File: src/rtl/blowfish_pkg.sv
// Shared constants, types and FSM state encoding for the Blowfish Feistel
// engine.
//   NUM_ROUNDS / P_ENTRIES / P_ADDR_W : network geometry
//   word_t, paddr_t, round_t          : datapath, P index and round counter
//   P_WHITEN_R / P_WHITEN_L           : encrypt-order output whitening entries
//   state_t                           : engine FSM states
//   p_mirror()                        : maps an encrypt P index to decrypt order
package blowfish_pkg;

    localparam int NUM_ROUNDS = 16;
    localparam int P_ENTRIES  = 18;
    localparam int P_ADDR_W   = 5;
    localparam int ROUND_W    = 4;

    typedef logic [31:0]         word_t;
    typedef logic [P_ADDR_W-1:0] paddr_t;
    typedef logic [ROUND_W-1:0]  round_t;

    localparam paddr_t P_WHITEN_R = 5'd16;
    localparam paddr_t P_WHITEN_L = 5'd17;
    localparam round_t LAST_ROUND = round_t'(NUM_ROUNDS - 1);

    typedef enum logic [3:0] {
        IDLE,
        PL,
        XL,
        FX,
        XR,
        FP,
        FR,
        FL,
        DONE
    } state_t;

    // Decrypt walks the P-array back to front: entry i becomes 17 - i.
    function automatic paddr_t p_mirror(input paddr_t idx);
        return paddr_t'(P_ENTRIES - 1) - idx;
    endfunction

endpackage

File: src/rtl/blowfish_feistel_core_if.sv
// Signal bundle between the Feistel engine and its environment: the block
// input stream, the result stream, the P-array read port and the F stage.
//   slave  : the engine side (consumes blocks, drives P address and F input)
//   master : the environment side (supplies blocks, P data and F output)
//
// Both streams transfer on a rising clk edge where valid and ready are both
// high; the valid side keeps valid and payload stable until that edge.
interface blowfish_feistel_core_if;
    import blowfish_pkg::*;

    logic   in_valid;
    logic   in_ready;
    logic   in_decrypt;
    word_t  in_l;
    word_t  in_r;
    logic   out_valid;
    logic   out_ready;
    word_t  out_l;
    word_t  out_r;
    paddr_t p_addr;
    word_t  p_data;
    word_t  f_x;
    word_t  f_y;

    modport slave (
        input  in_valid, in_decrypt, in_l, in_r, out_ready, p_data, f_y,
        output in_ready, out_valid, out_l, out_r, p_addr, f_x
    );

    modport master (
        output in_valid, in_decrypt, in_l, in_r, out_ready, p_data, f_y,
        input  in_ready, out_valid, out_l, out_r, p_addr, f_x
    );

endinterface

File: src/rtl/bf_p_index.sv
// Combinational P-array index generator.
//   state   : current engine state
//   r       : current round (0..15)
//   decrypt : latched direction, 1 = decrypt
//   p_addr  : P index to read; 0 in states that do not read the P-array
module bf_p_index
    import blowfish_pkg::*;
(
    input  state_t state,
    input  round_t r,
    input  logic   decrypt,
    output paddr_t p_addr
);

    paddr_t enc_idx;
    logic   reads_p;

    always_comb begin
        enc_idx = '0;
        reads_p = 1'b0;
        case (state)
            PL: begin
                enc_idx = paddr_t'(r);
                reads_p = 1'b1;
            end
            FP: begin
                enc_idx = P_WHITEN_R;
                reads_p = 1'b1;
            end
            FR: begin
                enc_idx = P_WHITEN_L;
                reads_p = 1'b1;
            end
            default: ;
        endcase

        if (!reads_p) begin
            p_addr = '0;
        end else if (decrypt) begin
            p_addr = p_mirror(enc_idx);
        end else begin
            p_addr = enc_idx;
        end
    end

endmodule

File: src/rtl/blowfish_feistel_core.sv
// Iterative Blowfish Feistel engine. One block at a time runs 16 rounds of
// four cycles each (PL, XL, FX, XR) followed by output whitening (FP, FR, FL)
// and is then held in DONE until the consumer takes it.
//   clk, rst  : clock, synchronous active-high reset
//   bus       : block input/output streams, P-array port, F stage port
//   dbg_state : current FSM state, for observation only
// The P-array read and the F stage each return data one cycle after the
// address / input is presented, which is why every read gets its own cycle.
module blowfish_feistel_core
    import blowfish_pkg::*;
(
    input  logic                    clk,
    input  logic                    rst,
    blowfish_feistel_core_if.slave  bus,
    output state_t                  dbg_state
);

    state_t state, state_nx;
    word_t  xl, xl_nx;
    word_t  xr, xr_nx;
    round_t r, r_nx;
    logic   decrypt, decrypt_nx;

    always_ff @(posedge clk) begin
        if (rst) begin
            state   <= IDLE;
            xl      <= '0;
            xr      <= '0;
            r       <= '0;
            decrypt <= 1'b0;
        end else begin
            state   <= state_nx;
            xl      <= xl_nx;
            xr      <= xr_nx;
            r       <= r_nx;
            decrypt <= decrypt_nx;
        end
    end

    always_comb begin
        state_nx   = state;
        xl_nx      = xl;
        xr_nx      = xr;
        r_nx       = r;
        decrypt_nx = decrypt;
        case (state)
            IDLE: begin
                if (bus.in_valid) begin
                    xl_nx      = bus.in_l;
                    xr_nx      = bus.in_r;
                    decrypt_nx = bus.in_decrypt;
                    r_nx       = '0;
                    state_nx   = PL;
                end
            end
            PL: state_nx = XL;
            XL: begin
                xl_nx    = xl ^ bus.p_data;
                state_nx = FX;
            end
            FX: state_nx = XR;
            XR: begin
                r_nx = r + 4'd1;
                if (r == LAST_ROUND) begin
                    // The final round skips the swap so whitening sees the
                    // halves in output order.
                    xr_nx    = xr ^ bus.f_y;
                    state_nx = FP;
                end else begin
                    xl_nx    = xr ^ bus.f_y;
                    xr_nx    = xl;
                    state_nx = PL;
                end
            end
            FP: state_nx = FR;
            FR: begin
                xr_nx    = xr ^ bus.p_data;
                state_nx = FL;
            end
            FL: begin
                xl_nx    = xl ^ bus.p_data;
                state_nx = DONE;
            end
            DONE: begin
                if (bus.out_ready) begin
                    state_nx = IDLE;
                end
            end
            default: state_nx = IDLE;
        endcase
    end

    bf_p_index u_p_index (
        .state   (state),
        .r       (r),
        .decrypt (decrypt),
        .p_addr  (bus.p_addr)
    );

    assign bus.in_ready  = (state == IDLE);
    assign bus.out_valid = (state == DONE);
    assign bus.out_l     = xl;
    assign bus.out_r     = xr;
    assign bus.f_x       = xl;
    assign dbg_state     = state;

endmodule
File: src/flat_wrapper.sv
// flat-port wrapper written by rule: the top's interface ports become plain ports
module blowfish_feistel_core_flat import blowfish_pkg::*;
  (clk, rst, dbg_state, bus_in_valid, bus_in_decrypt, bus_in_l, bus_in_r, bus_out_ready, bus_p_data, bus_f_y, bus_in_ready, bus_out_valid, bus_out_l, bus_out_r, bus_p_addr, bus_f_x);
  blowfish_feistel_core_if bus_i ();
  input  logic clk;
  input  logic rst;
  output state_t dbg_state;
  input wire logic [$bits(bus_i.in_valid)-1:0] bus_in_valid;
  input wire logic [$bits(bus_i.in_decrypt)-1:0] bus_in_decrypt;
  input wire logic [$bits(bus_i.in_l)-1:0] bus_in_l;
  input wire logic [$bits(bus_i.in_r)-1:0] bus_in_r;
  input wire logic [$bits(bus_i.out_ready)-1:0] bus_out_ready;
  input wire logic [$bits(bus_i.p_data)-1:0] bus_p_data;
  input wire logic [$bits(bus_i.f_y)-1:0] bus_f_y;
  output wire logic [$bits(bus_i.in_ready)-1:0] bus_in_ready;
  output wire logic [$bits(bus_i.out_valid)-1:0] bus_out_valid;
  output wire logic [$bits(bus_i.out_l)-1:0] bus_out_l;
  output wire logic [$bits(bus_i.out_r)-1:0] bus_out_r;
  output wire logic [$bits(bus_i.p_addr)-1:0] bus_p_addr;
  output wire logic [$bits(bus_i.f_x)-1:0] bus_f_x;
  assign bus_i.in_valid = bus_in_valid;
  assign bus_i.in_decrypt = bus_in_decrypt;
  assign bus_i.in_l = bus_in_l;
  assign bus_i.in_r = bus_in_r;
  assign bus_i.out_ready = bus_out_ready;
  assign bus_i.p_data = bus_p_data;
  assign bus_i.f_y = bus_f_y;
  assign bus_in_ready = bus_i.in_ready;
  assign bus_out_valid = bus_i.out_valid;
  assign bus_out_l = bus_i.out_l;
  assign bus_out_r = bus_i.out_r;
  assign bus_p_addr = bus_i.p_addr;
  assign bus_f_x = bus_i.f_x;
  blowfish_feistel_core u_core (.clk(clk), .rst(rst), .bus(bus_i), .dbg_state(dbg_state));
endmodule
File: config.mk
export PLATFORM = sky130hd
export DESIGN_NAME = blowfish_feistel_core_flat
export DESIGN_NICKNAME = d
export VERILOG_FILES = /design/src/rtl/blowfish_pkg.sv /design/src/rtl/blowfish_feistel_core_if.sv /design/src/rtl/bf_p_index.sv /design/src/rtl/blowfish_feistel_core.sv /design/src/flat_wrapper.sv
export SDC_FILE = /design/constraint.sdc
export NUM_CORES = 1
export LEC_CHECK = 0
export CAP_MARGIN = 20
export CORE_AREA = 2 2 159 83
export CTS_CLUSTER_SIZE = 40
export DETAILED_ROUTE_END_ITERATION = 12
export DIE_AREA = 0 0 161 85
export GPL_TIMING_DRIVEN = 0
export PLACE_DENSITY = 0.88
export SLEW_MARGIN = 25
export SYNTH_ARGS = -nofsm -noshare
export SYNTH_HDL_FRONTEND = slang
export SYNTH_SLANG_ARGS = --single-unit
File: constraint.sdc
create_clock -name clk -period 5.2 [get_ports clk]
set_input_delay 1.3 -clock clk [delete_from_list [all_inputs] [get_ports clk]]
set_output_delay 1.3 -clock clk [all_outputs]
set_load 0.02 [all_outputs]
### Word-level counts from Yosys, hierarchy flattened

Cells that the tools add are included.

* add/sub/neg operators: 2
* equality and inequality tests: 12
* mux-type cells: 16
* bitwise gates (word level): 3
* reduce and logical (&&, ||, !) cells: 11

Operator list (number)
* $pmux 32 s3: 2
* $mux 32: 4
* $xor 32x32->32: 3
* $pmux 4 s9: 1
* $eq 4x3->1 const B: 4
* $pmux 5 s3: 1
* $mux 4: 3
* $mux 5: 2
* $eq 4x2->1 const B: 2
* $eq 4x4->1 const B: 2
* $pmux 4 s2: 1
* $reduce_and 2->1: 4
* $ne 2x2->1 const B: 3
* $reduce_bool 3->1: 2
* $sub 5x5->5 const A: 1
* $add 4x1->4 const B: 1
* $eq 4x1->1 const B: 1
* $logic_not 4->1: 1
* $mux 3: 1
* $reduce_and 3->1: 1
* $reduce_or 3->1: 1
* $reduce_bool 2->1: 1
* $reduce_or 2->1: 1
* $mux 1: 1

* flip-flop bits (word level): 73
* output and inout bits: 107
* word-level logic and storage cells: 49

### Longest topological paths before layout

Gate-level depths: netlist (run 1).

* word-level depth: 5
* gate-level depth with buffers: 9
* mapped depth without buffers: 7

### Cells and area by module

Synthesis (run 1) repeated with hierarchy kept, for this count alone.

* cell total of the unflattened synthesis: 683
* area, all modules: 5641.7 µm²

By module, submodules not included
* blowfish_feistel_core: times used 1, cells each 657, area an instance 5461.5 µm²
* bf_p_index: times used 1, cells each 26, area an instance 180.2 µm²

### Worst setup path before layout (run 1)

Ideal clock, no wire load.

* path kind: flip-flop to output port
* start point: register u_core.state[0], in the netlist u_core.dbg_state[0]
* end point: output port bus_p_addr[2]
* arrival time: 2.289 ns
* required time: 3.900 ns
* slack: 1.611 ns
* stages on the path, launching flop included: 9
* buffers on the path: 2
* cells stage by stage: dfxtp_1 > buf_2 > buf_4 > nor4b_2 > and2_1 > inv_2 > ha_1 > nand2_1 > o22ai_1

* longest elaborated chain between the ends: 5
* elaborated cells between the ends (all ways): 9
* classes of those cells: add/sub (1); eq/ne (3); mux (4); reduce/logical (1)

RTL lines
* start, declared: line blowfish_feistel_core.sv:18 `state_t state, state_nx;`
* start signal, assigned: line blowfish_feistel_core.sv:32 `state <= state_nx;`
* $eq 4x3->1 or $eq 4x1->1 (tied branches): line bf_p_index.sv:21 `case (state)`
* $pmux 5 s3: line bf_p_index.sv:21
* $sub 5x5->5: line blowfish_pkg.sv:37 `return paddr_t'(P_ENTRIES - 1) - idx;`
* $mux 5: line bf_p_index.sv:39 `end else if (decrypt) begin`
* $mux 5 (*): line bf_p_index.sv:37 `if (!reads_p) begin`
* end, declared: line flat_wrapper.sv:19 `output wire logic [$bits(bus_i.p_addr)-1:0] bus_p_addr;`

Every way passes the cells marked *; elsewhere a longest branch is shown, timed or not.

### Worst setup path after layout (run 1)

* start point: register u_core.state[0], in the netlist u_core.dbg_state[0]
* end point: output port bus_p_addr[3]

Same word-level chain as after synthesis.

==> results of run 1 <==
## final cells by class
| cell class | instances | share of cell area |
|---|---|---|
| inverter | 69 | 0.02941 |
| timing repair buffer | 239 | 0.2717 |
| sequential | 73 | 0.1660 |
| tap | 170 | 0.02415 |
| multi-input combinational | 428 | 0.4020 |
| buffer | 103 | 0.06550 |
| clock buffer | 12 | 0.03026 |
| clock inverter | 4 | 0.01108 |
## registers in the layout (all words and copies together) (netlist names)
signal / count
u_core.decrypt: 1
u_core.bus.f_x: 32
u_core.r: 4
u_core.dbg_state: 4
u_core.bus.out_r: 32
## how the worst max path moves through the flow
stage,startpoint,end,cells after the start
after floorplan,u_core.dbg_state[0],bus_p_addr[2],8
after global placement,u_core.dbg_state[0],bus_p_addr[3],9
after detailed placement,u_core.dbg_state[0],bus_p_addr[3],9
after CTS,u_core.dbg_state[0],bus_p_addr[3],9
after global routing,u_core.dbg_state[0],bus_p_addr[3],9
final,u_core.dbg_state[0],bus_p_addr[3],9
## synthesized netlist by cell type, types with 13 or more instances
library cell | n | area [um^2]
xor2_1 | 29 | 254.0
a211oi_2 | 31 | 387.9
buf_4 | 37 | 277.8
nor3_1 | 32 | 160.2
xnor2_1 | 39 | 341.6
a221oi_2 | 13 | 195.2
buf_2 | 29 | 145.1
a21oi_1 | 43 | 215.2
and4_1 | 31 | 271.5
dfxtp_1 | 73 | 1461
mux2_2 | 27 | 304.0
a31oi_1 | 39 | 244.0
a221oi_1 | 41 | 359.1
clkbuf_1 | 33 | 123.9
o32ai_1 | 35 | 306.5
inv_1 | 68 | 255.2
## cells in the final DEF (no fill, tap or decap), drive strengths merged, types with 6 or more instances in the layout
cell type      count
nor2              11
xnor2             39
a31oi             39
a211oi            43
nor3              32
o32ai             37
clkbuf            45
xor2              29
inv               69
clkdlybuf4s50    239
mux2              27
a221oi            54
buf               70
and4              31
nand2              6
a21oi             43
dfxtp             73
## report_power, final
| part | switching (mW) | total [mW] | internal [mW] |
|---|---|---|---|
| Sequential | 0.215 | 0.918 | 0.702 |
| Combinational | 1.15 | 2.19 | 1.04 |
| Clock | 0.253 | 0.761 | 0.509 |
| Total | 1.61 | 3.87 | 2.25 |
## metal layers
metal | GRT usage | up-vias | part of all wire
li1 | - | 3026 | -
met1 | 0.4700 | 3158 | 0.43
met2 | 0.4869 | 478 | 0.43
met3 | 0.1149 | 30 | 0.13
met4 | 0.09253 | 0 | 0.010
met5 | 0 | - | 0
## kinds of logic (layout without fill, tap and decap cells)
logic type / after synthesis / after routing / synth area share
mux: 27 / 27 / 0.05209
xor+xnor: 68 / 68 / 0.1020
compound gates: 228 / 228 / 0.3288
fa+ha+maj: 2 / 2 / 0.004287
simple gates: 103 / 103 / 0.1192
flops: 73 / 73 / 0.2504
buf+inv: 172 / 427 / 0.1432
## worst reg2reg max path, cell delays in order (launching register included)
cell and delay [ps]:
dfxtp_1 420, ha_1 180, buf_2 220, and3_1 170, buf_2 260, clkbuf_1 540
mux2_2 430, a221oi_1 270, o32ai_1 140
==> results by group, run 1 <==
GRT
  • Total gr overflow: 0
  • Tot GR Track Use: 0.3346
  • First-pass GRT wire length: 35910 um
  • Vias in the first global route: 6442
  • Initial antenna violation count: 0
  • Largest net degree at the start of global routing: 13

Die
  • IO Count: 240
  • Die ar.: 13690 um^2
  • Initial core utilization: 0.4731
  • Row Count: 29
  • Die width: 161 um
  • Die H: 85 um
  • Core Region: 12340 um^2

Placed design
  • PortBufs: 239
  • GPL Wtd Cong: 0.9637
  • Cell Area, Placed: 8442 um^2
  • DPL Wire Length: 17500 um
  • Place WS: 1112 ps
  • Cells after DPL: 1082

Pwr
  • Peak supply drop: 255.1 uV
  • Power Total: 3.866 mW
  • P_leak: 3.267 nW
  • Power per cell area: 439.1 nW/um^2

Synth
  • Number of enable flip-flop cells after synthesis: 0
  • Mapped Cells: 673
  • Ys flop type: dfxtp_1
  • Register area share after synthesis: 0.2504
  • Register bit total from synthesis: 73
  • FFs w/ async S/R, synth: 0
  • Syn avg cell area: 8.673 um^2
  • Syn Nets: 808
  • Yosys warns: 0
  • Synthesized cell area: 5837 um^2
  • Count of cell types in the netlist: 49

STA
  • Hold WS: 522.0 ps
  • Final slew viol count: 0
  • Post-route clock period utilization: 0.8659
  • Final Hold Viols: 0
  • Final setup margin: 697.5 ps
  • RSZ-0062 raised after global routing: no
  • Rel. slew slack: 0.4166
  • Worst Skew: 5.387 ps
  • Maximum clock frequency: 222.1 MHz
  • Setup Viol. Count Final: 0
  • Fin crit period: 4502 ps
  • Least-Margin Pin Slew: 875.0 ps
  • Final setup TNS: 0 ps

Route
  • DR vias: 6692
  • Drt drc: 0
  • Wire per inst: 21.42 um
  • 1st-iter DRT viols: 750
  • Initial DRT Pass Iterations: 5
  • Vias per cell: 6.095
  • Post-route ant nets: 0
  • Post-Route WL: 23520 um

Clocking
  • CTS clk-pin slew, worst paths: 60 ps
  • Clock Sink Count: 73
  • Clock latency on the worst-skew pair: 330 ps
  • CTS buffer count: 9
  • Hold_buf cts: 0
  • Clock Tree Buf Depth: 2
  • Post-CTS resize count: 0
  • CTS tree: built
  • Post-CTS Setup Inserts: 0
  • Clock root cell: clkbuf_16
  • H-tree depth: 3

Setup path
  • Reg2reg path depth: 8
  • Crit-path cells: buf_2 -> buf_4 -> nor4b_2 -> and2_1 -> inv_2 -> ha_1 -> nand2b_1 -> o21ai_1 -> clkdlybuf4s50_1
  • R2R Setup Slk: 2420 ps
  • Worst setup SP type: register
  • CP arrival: 3200 ps
  • CP delay by family, top: buffers and inverters
  • Critical R2R Capture: u_core.bus.out_r[26]
  • Required time of the critical path: 3900 ps
  • Reg2reg start: u_core.r[1]
  • Worst-path maximum fanout: 10
  • Critical Path Slowest Stage Cell: clkdlybuf4s50_1
  • WP buf/inv: 4
  • Crit path capture type: output pin
  • Kind of critical path: reg2out
  • CP max stage delay: 640 ps

Run
  • Total of max-cap violations: 0

Finish
  • Non-filler cells, final: 1098
  • Final nets: 1058
  • Design area: 8806 um^2
  • P&R area growth vs syn: 50.87%
  • Fraction of layout instances using a drive strength above 1: 0.1767
  • Multi-input logic area: 3540 um^2
  • Register area: 1461 um^2
  • Diode count: 0
  • Core Util, Final: 0.7138
  • Layout fillers: 967

Hold path
  • Hold Crit Class: reg2reg
  • Min-Delay Startpoint: u_core.bus.out_r[3]
  • Worst Hold End: u_core.bus.out_r[3]
  • Hold-critical path depth: 2

Run status
  • Outcome: finished clean
Note: power is estimated with default switching activity, not from simulation.
==> run 2, diff against run 1 <==
--- a/config.mk
+++ b/config.mk
@@ -6,12 +6,12 @@
 export NUM_CORES = 1
 export LEC_CHECK = 0
 export CAP_MARGIN = 20
-export CORE_AREA = 2 2 159 83
+export CORE_AREA = 2 2 186 97
 export CTS_CLUSTER_SIZE = 40
 export DETAILED_ROUTE_END_ITERATION = 12
-export DIE_AREA = 0 0 161 85
+export DIE_AREA = 0 0 188 99
 export GPL_TIMING_DRIVEN = 0
-export PLACE_DENSITY = 0.88
+export PLACE_DENSITY = 0.67
 export SLEW_MARGIN = 25
 export SYNTH_ARGS = -nofsm -noshare
 export SYNTH_HDL_FRONTEND = slang
==> run 2 against run 1 <==
  * Utilization down 19 points
  * Via count down 1.1%
  * Clock skew up 1.8 ps
  * Critical endpoint unchanged
  * Largest cell class unchanged
==> results by group, run 2 (synthesized netlist as in run 1, its figures left out) <==
Run status
  • Outcome: finished clean

GRT
  • Tot GR Track Use: 0.2727 (-0.06191)
  • M1 GR Usage: 0.3982 (-0.07179)
  • Grt met3 use: 0.08974 (-0.02511)
  • Largest net degree at the start of global routing: 13 (unchanged)
  • Vias in the first global route: 6596 (+2.4%)
  • Initial antenna violation count: 1 (+1)
  • First-pass GRT wire length: 39070 um (+8.8%)
  • M2 GR Usage: 0.3852 (-0.1017)
  • Total gr overflow: 0 (unchanged)
  • Most crowded layer after global routing: met1

Route
  • 1st-iter DRT viols: 588 (-22%)
  • DR vias: 6620 (-1.1%)
  • Post-Route WL: 25770 um (+9.6%)
  • Wire per inst: 22.18 um (+3.6%)
  • Post-route ant nets: 0 (unchanged)
  • Initial DRT Pass Iterations: 5 (unchanged)
  • Drt drc: 0 (unchanged)
  • Vias per cell: 5.697 (-6.5%)

STA
  • Final setup TNS: 0 ps (unchanged)
  • Setup Viol. Count Final: 0 (unchanged)
  • Rel. slew slack: 0.4004 (-0.01628)
  • Post-route clock period utilization: 0.8807 (+0.01488)
  • Least-Margin Pin Slew: 887.0 ps (+11.92 ps)
  • Final setup margin: 620.1 ps (-77.39 ps)
  • Worst Skew: 7.224 ps (+1.837 ps)
  • Final slew viol count: 0 (unchanged)
  • Hold WS: 523.6 ps (+1.609 ps)
  • Final Hold Viols: 0 (unchanged)
  • Maximum clock frequency: 218.3 MHz (-1.7%)
  • Fin crit period: 4580 ps (+77.39 ps)
  • RSZ-0062 raised after global routing: no

Die
  • IO Count: 240 (unchanged)
  • Core Region: 16970 um^2 (+38%)
  • Row Count: 34 (+17%)
  • Die ar.: 18610 um^2 (+36%)
  • Die width: 188 um (+17%)
  • Die H: 99 um (+16%)
  • Initial core utilization: 0.3439 (-0.1292)

Placed design
  • Cell Area, Placed: 8522 um^2 (+0.95%)
  • Place WS: 1056 ps (-55.84 ps)
  • Cells after DPL: 1146 (+5.9%)
  • PortBufs: 239 (unchanged)
  • DPL Wire Length: 19210 um (+9.8%)
  • GPL Wtd Cong: 0.9111 (-5.5%)

Clocking
  • Clock Sink Count: 73 (unchanged)
  • CTS clk-pin slew, worst paths: 60 ps (about the same)
  • Clock Tree Buf Depth: 2 (unchanged)
  • CTS buffer count: 9 (unchanged)
  • Post-CTS Setup Inserts: 0 (unchanged)
  • Clock root cell: clkbuf_16
  • CTS tree: built
  • Hold_buf cts: 0 (unchanged)
  • Clock latency on the worst-skew pair: 340 ps (about the same)
  • H-tree depth: 3 (unchanged)
  • Post-CTS resize count: 0 (unchanged)

Finish
  • Commonest non-fill, non-tap cell in the layout: clkdlybuf4s50_1
  • Core Util, Final: 0.5235 (-0.1903)
  • Fraction of layout instances using a drive strength above 1: 0.1767 (unchanged)
  • Design area: 8886 um^2 (+0.91%)
  • Most frequent cells in the layout: clkdlybuf4s50_1 (239), dfxtp_1 (73), inv_1 (68)
  • P&R area growth vs syn: 52.24%
  • Non-filler cells, final: 1162 (+5.8%)
  • Layout fillers: 1597 (+65%)
  • Final nets: 1058 (unchanged)
  • Diode count: 0 (unchanged)

Pwr
  • Peak supply drop: 187.5 uV (-26%)
  • Power per cell area: 439.1 nW/um^2 (about the same)
  • Power Total: 3.902 mW (+0.92%)
  • P_leak: 3.267 nW (unchanged)

Setup path
  • CP startpoint: u_core.dbg_state[0]
  • Worst setup SP type: register
  • Worst-path maximum fanout: 10 (unchanged)
  • Required time of the critical path: 3900 ps (about the same)
  • Crit path capture type: output pin
  • Kind of critical path: reg2out
  • Reg2reg start: u_core.r[1]
  • CP arrival: 3280 ps (+80 ps)

Hold path
  • Min-Delay Startpoint: u_core.bus.out_r[14]
  • Hold Crit Class: reg2reg

Run
  • Total of max-cap violations: 0 (unchanged)
[run 2: cell counts in the layout (fill, tap and decap cells not counted)]
No cell type changed its count.
[run 2: area by class of cell]
class,instances,area (um^2),share of cell area
Multi-Input combinational cell,428,3540,0.3983
Timing Repair Buffer,239,2392,0.2692
Sequential cell,73,1461,0.1645
Buffer,103,576.8,0.06491
Tap cell,234,292.8,0.03295
Clock buffer,12,266.5,0.02999
Inverter,69,259.0,0.02915
Clock inverter,4,97.59,0.01098
[run 2: metal layers]
layer  wire length, um  vias to the layer above
met3              2681                       33
met4               300                        2
met1             12450                     3175
met2             10330                      376
li1                  -                     3034
met5                13                        -
[run 2: worst max-delay path: stages (launching register included)]
cell and delay, ps:
dfxtp_1 350, buf_2 290, buf_4 250, nor4b_2 560, and2_1 260, inv_2 40, ha_1 160, nand2b_1 150
o21ai_1 210, clkdlybuf4s50_1 650
[run 2: final timing paths]
kind         cells past startpoint  slack, ps              endpoint
max reg2reg                      8       2350  u_core.bus.out_r[26]
min                              2        520  u_core.bus.out_r[14]
min reg2reg                      2        520  u_core.bus.out_r[14]
max                              9        620         bus_p_addr[3]
[run 2: power by group]
| part | leakage (nW) | total (mW) | internal [mW] | switching, mW |
|---|---|---|---|---|
| Sequential | 0.601 | 0.925 | 0.702 | 0.223 |
| Clock | 0.175 | 0.782 | 0.509 | 0.273 |
| Combinational | 2.49 | 2.20 | 1.04 | 1.15 |
| Total | 3.27 | 3.90 | 2.25 | 1.65 |
==> run 3, diff against run 2 <==
--- a/config.mk
+++ b/config.mk
@@ -6,12 +6,14 @@
 export NUM_CORES = 1
 export LEC_CHECK = 0
 export CAP_MARGIN = 20
-export CORE_AREA = 2 2 186 97
+export CELL_PAD_IN_SITES_DETAIL_PLACEMENT = 1
+export CELL_PAD_IN_SITES_GLOBAL_PLACEMENT = 1
+export CORE_AREA = 2 2 189 98
 export CTS_CLUSTER_SIZE = 40
 export DETAILED_ROUTE_END_ITERATION = 12
-export DIE_AREA = 0 0 188 99
+export DIE_AREA = 0 0 191 100
 export GPL_TIMING_DRIVEN = 0
-export PLACE_DENSITY = 0.67
+export PLACE_DENSITY_LB_ADDON = 0.1
 export SLEW_MARGIN = 25
 export SYNTH_ARGS = -nofsm -noshare
 export SYNTH_HDL_FRONTEND = slang
==> run 3 against run 2 <==
  * Sequential share of layout area rose by 0.081 points
  * Critical endpoint is now bus_p_addr[2]
  * Final cell count rose by 0.52%
  * Largest power group unchanged
  * Hold slack improved by 9.3 ps
  * Critical path depth stayed put
  * Cell area fell by 0.49%
  * Sequential power hardly changed
  * Die area increased by 2.6%
  * First-iteration DRC count fell by 39%
  * Combinational power barely moved
  * Clock skew is 5.1 ps higher
  * Setup slack gained 150 ps
  * Sequential cell count did not move
==> results by group, run 3 (synthesized netlist as in run 1, its figures left out) <==
STA
  • Post-route clock period utilization: 0.8524 (-0.02839)
  • Maximum clock frequency: 225.6 MHz (+3.3%)
  • Hold WS: 533.0 ps (+9.342 ps)
  • Final slew viol count: 0 (unchanged)
  • Rel. slew slack: 0.4138 (+0.01343)
  • Least-Margin Pin Slew: 879.3 ps (-7.642 ps)
  • Fin crit period: 4432 ps (-147.6 ps)
  • Final setup TNS: 0 ps (unchanged)
  • Setup Viol. Count Final: 0 (unchanged)
  • Final Hold Viols: 0 (unchanged)
  • Final setup margin: 767.8 ps (+147.6 ps)
  • Worst Skew: 12.30 ps (+5.076 ps)
  • RSZ-0062 raised after global routing: no

Setup path
  • R2R Setup Slk: 2390 ps (+40 ps)
  • Worst-path maximum fanout: 10 (unchanged)
  • Crit path capture type: output pin
  • Worst setup SP type: register
  • Reg2reg start: u_core.r[0]
  • Required time of the critical path: 3900 ps (about the same)
  • Kind of critical path: reg2out
  • CP startpoint: u_core.dbg_state[0]
  • CP arrival: 3130 ps (-150 ps)

Clocking
  • Hold_buf cts: 0 (unchanged)
  • Post-CTS resize count: 0 (unchanged)
  • Clock Tree Buf Depth: 2 (unchanged)
  • CTS tree: built
  • Clock Sink Count: 73 (unchanged)
  • Clock latency on the worst-skew pair: 350 ps (about the same)
  • H-tree depth: 3 (unchanged)
  • Clock root cell: clkbuf_16
  • Post-CTS Setup Inserts: 0 (unchanged)
  • CTS clk-pin slew, worst paths: 60 ps (about the same)
  • CTS buffer count: 9 (unchanged)

Finish
  • Final nets: 1058 (unchanged)
  • Commonest non-fill, non-tap cell in the layout: clkdlybuf4s50_1
  • Core Util, Final: 0.4986 (-0.02496)
  • Non-filler cells, final: 1168 (+0.52%)
  • Most frequent cells in the layout: clkdlybuf4s50_1 (239), dfxtp_1 (73), inv_1 (68)
  • Layout fillers: 2084 (+30%)
  • P&R area growth vs syn: 51.49%
  • Design area: 8842 um^2 (-0.49%)
  • Fraction of layout instances using a drive strength above 1: 0.1748 (-0.001967)

Run
  • Total of max-cap violations: 0 (unchanged)

Route
  • Vias per cell: 5.685 (-0.21%)
  • Wire per inst: 23.26 um (+4.9%)
  • Post-route ant nets: 0 (unchanged)
  • Drt drc: 0 (unchanged)
  • DR vias: 6640 (+0.30%)
  • Initial DRT Pass Iterations: 5 (unchanged)
  • Post-Route WL: 27170 um (+5.4%)
  • 1st-iter DRT viols: 359 (-39%)

Die
  • IO Count: 240 (unchanged)
  • Core Region: 17740 um^2 (+4.5%)
  • Row Count: 35 (+2.9%)
  • Die width: 191 um (+1.6%)
  • Die H: 100 um (+1.0%)
  • Die ar.: 19100 um^2 (+2.6%)
  • Initial core utilization: 0.3291 (-0.01477)

GRT
  • Tot GR Track Use: 0.2798 (+0.007075)
  • Most crowded layer after global routing: met2
  • M2 GR Usage: 0.4300 (+0.04486)
  • Total gr overflow: 0 (unchanged)
  • First-pass GRT wire length: 41080 um (+5.1%)
  • Initial antenna violation count: 3 (+2)
  • Largest net degree at the start of global routing: 13 (unchanged)
  • M1 GR Usage: 0.3924 (-0.005829)
  • Grt met3 use: 0.06888 (-0.02086)
  • Vias in the first global route: 7052 (+6.9%)

Placed design
  • Cell Area, Placed: 8529 um^2 (about the same)
  • Cells after DPL: 1152 (+0.52%)
  • DPL Wire Length: 20740 um (+8.0%)
  • Place WS: 1145 ps (+88.43 ps)
  • PortBufs: 239 (unchanged)
  • GPL Wtd Cong: 0.8857 (-2.8%)

Hold path
  • Hold Crit Class: reg2reg
  • Min-Delay Startpoint: u_core.bus.out_r[13]

Pwr
  • Power per cell area: 434.4 nW/um^2 (-1.1%)
  • P_leak: 3.241 nW (-0.81%)
  • Peak supply drop: 190.9 uV (+1.8%)
  • Power Total: 3.841 mW (-1.6%)

Run status
  • Outcome: finished clean
## run 3: cell count changes in the layout (fill, tap and decap cells not counted)
cell,previous run,this run
diode_2,0,1
bufinv_16,3,2
clkbuf_8,3,0
clkinv_2,0,1
clkinv_4,0,1
clkbuf_1,33,34
## run 3: routing by layer
metal / vias up / wire, um / part of all wire
met1: 3277 / 12910 / 0.48
li1: 3031 / - / -
met2: 302 / 11670 / 0.43
met4: 2 / 381 / 0.014
met3: 28 / 2192 / 0.081
met5: - / 13 / 0.00048
## run 3: worst paths after layout
path | end | depth (start not counted)
worst max-delay path | bus_p_addr[2] | 9
worst min-delay path | u_core.bus.out_r[13] | 2
worst max register to register | u_core.bus.out_r[20] | 8
worst min register to register | u_core.bus.out_r[13] | 2
## run 3: area by class of cell
cell class	instances	area [um^2]	share of cell area
Multi-Input combinational cell	428	3540	0.4003
Timing Repair Buffer	239	2392	0.2706
Sequential cell	73	1461	0.1653
Buffer	103	576.8	0.06523
Tap cell	240	300.3	0.03396
Inverter	69	259.0	0.02929
Clock buffer	10	229.0	0.02590
Clock inverter	5	81.33	0.009198
Antenna cell	1	2.502	0.0002830
## run 3: worst max-delay path: stages (launching register included)
cell,delay (ps)
dfxtp_1,340
buf_2,250
buf_4,230
nor4b_2,590
and2_1,260
inv_2,40
ha_1,260
nand2_1,50
o22ai_1,130
clkdlybuf4s50_1,630
## run 3: power breakdown
part | switching (mW) | total [mW] | internal [mW]
clock network | 0.271 | 0.689 | 0.418
logic | 1.18 | 2.23 | 1.04
registers | 0.224 | 0.926 | 0.702
total | 1.68 | 3.84 | 2.16
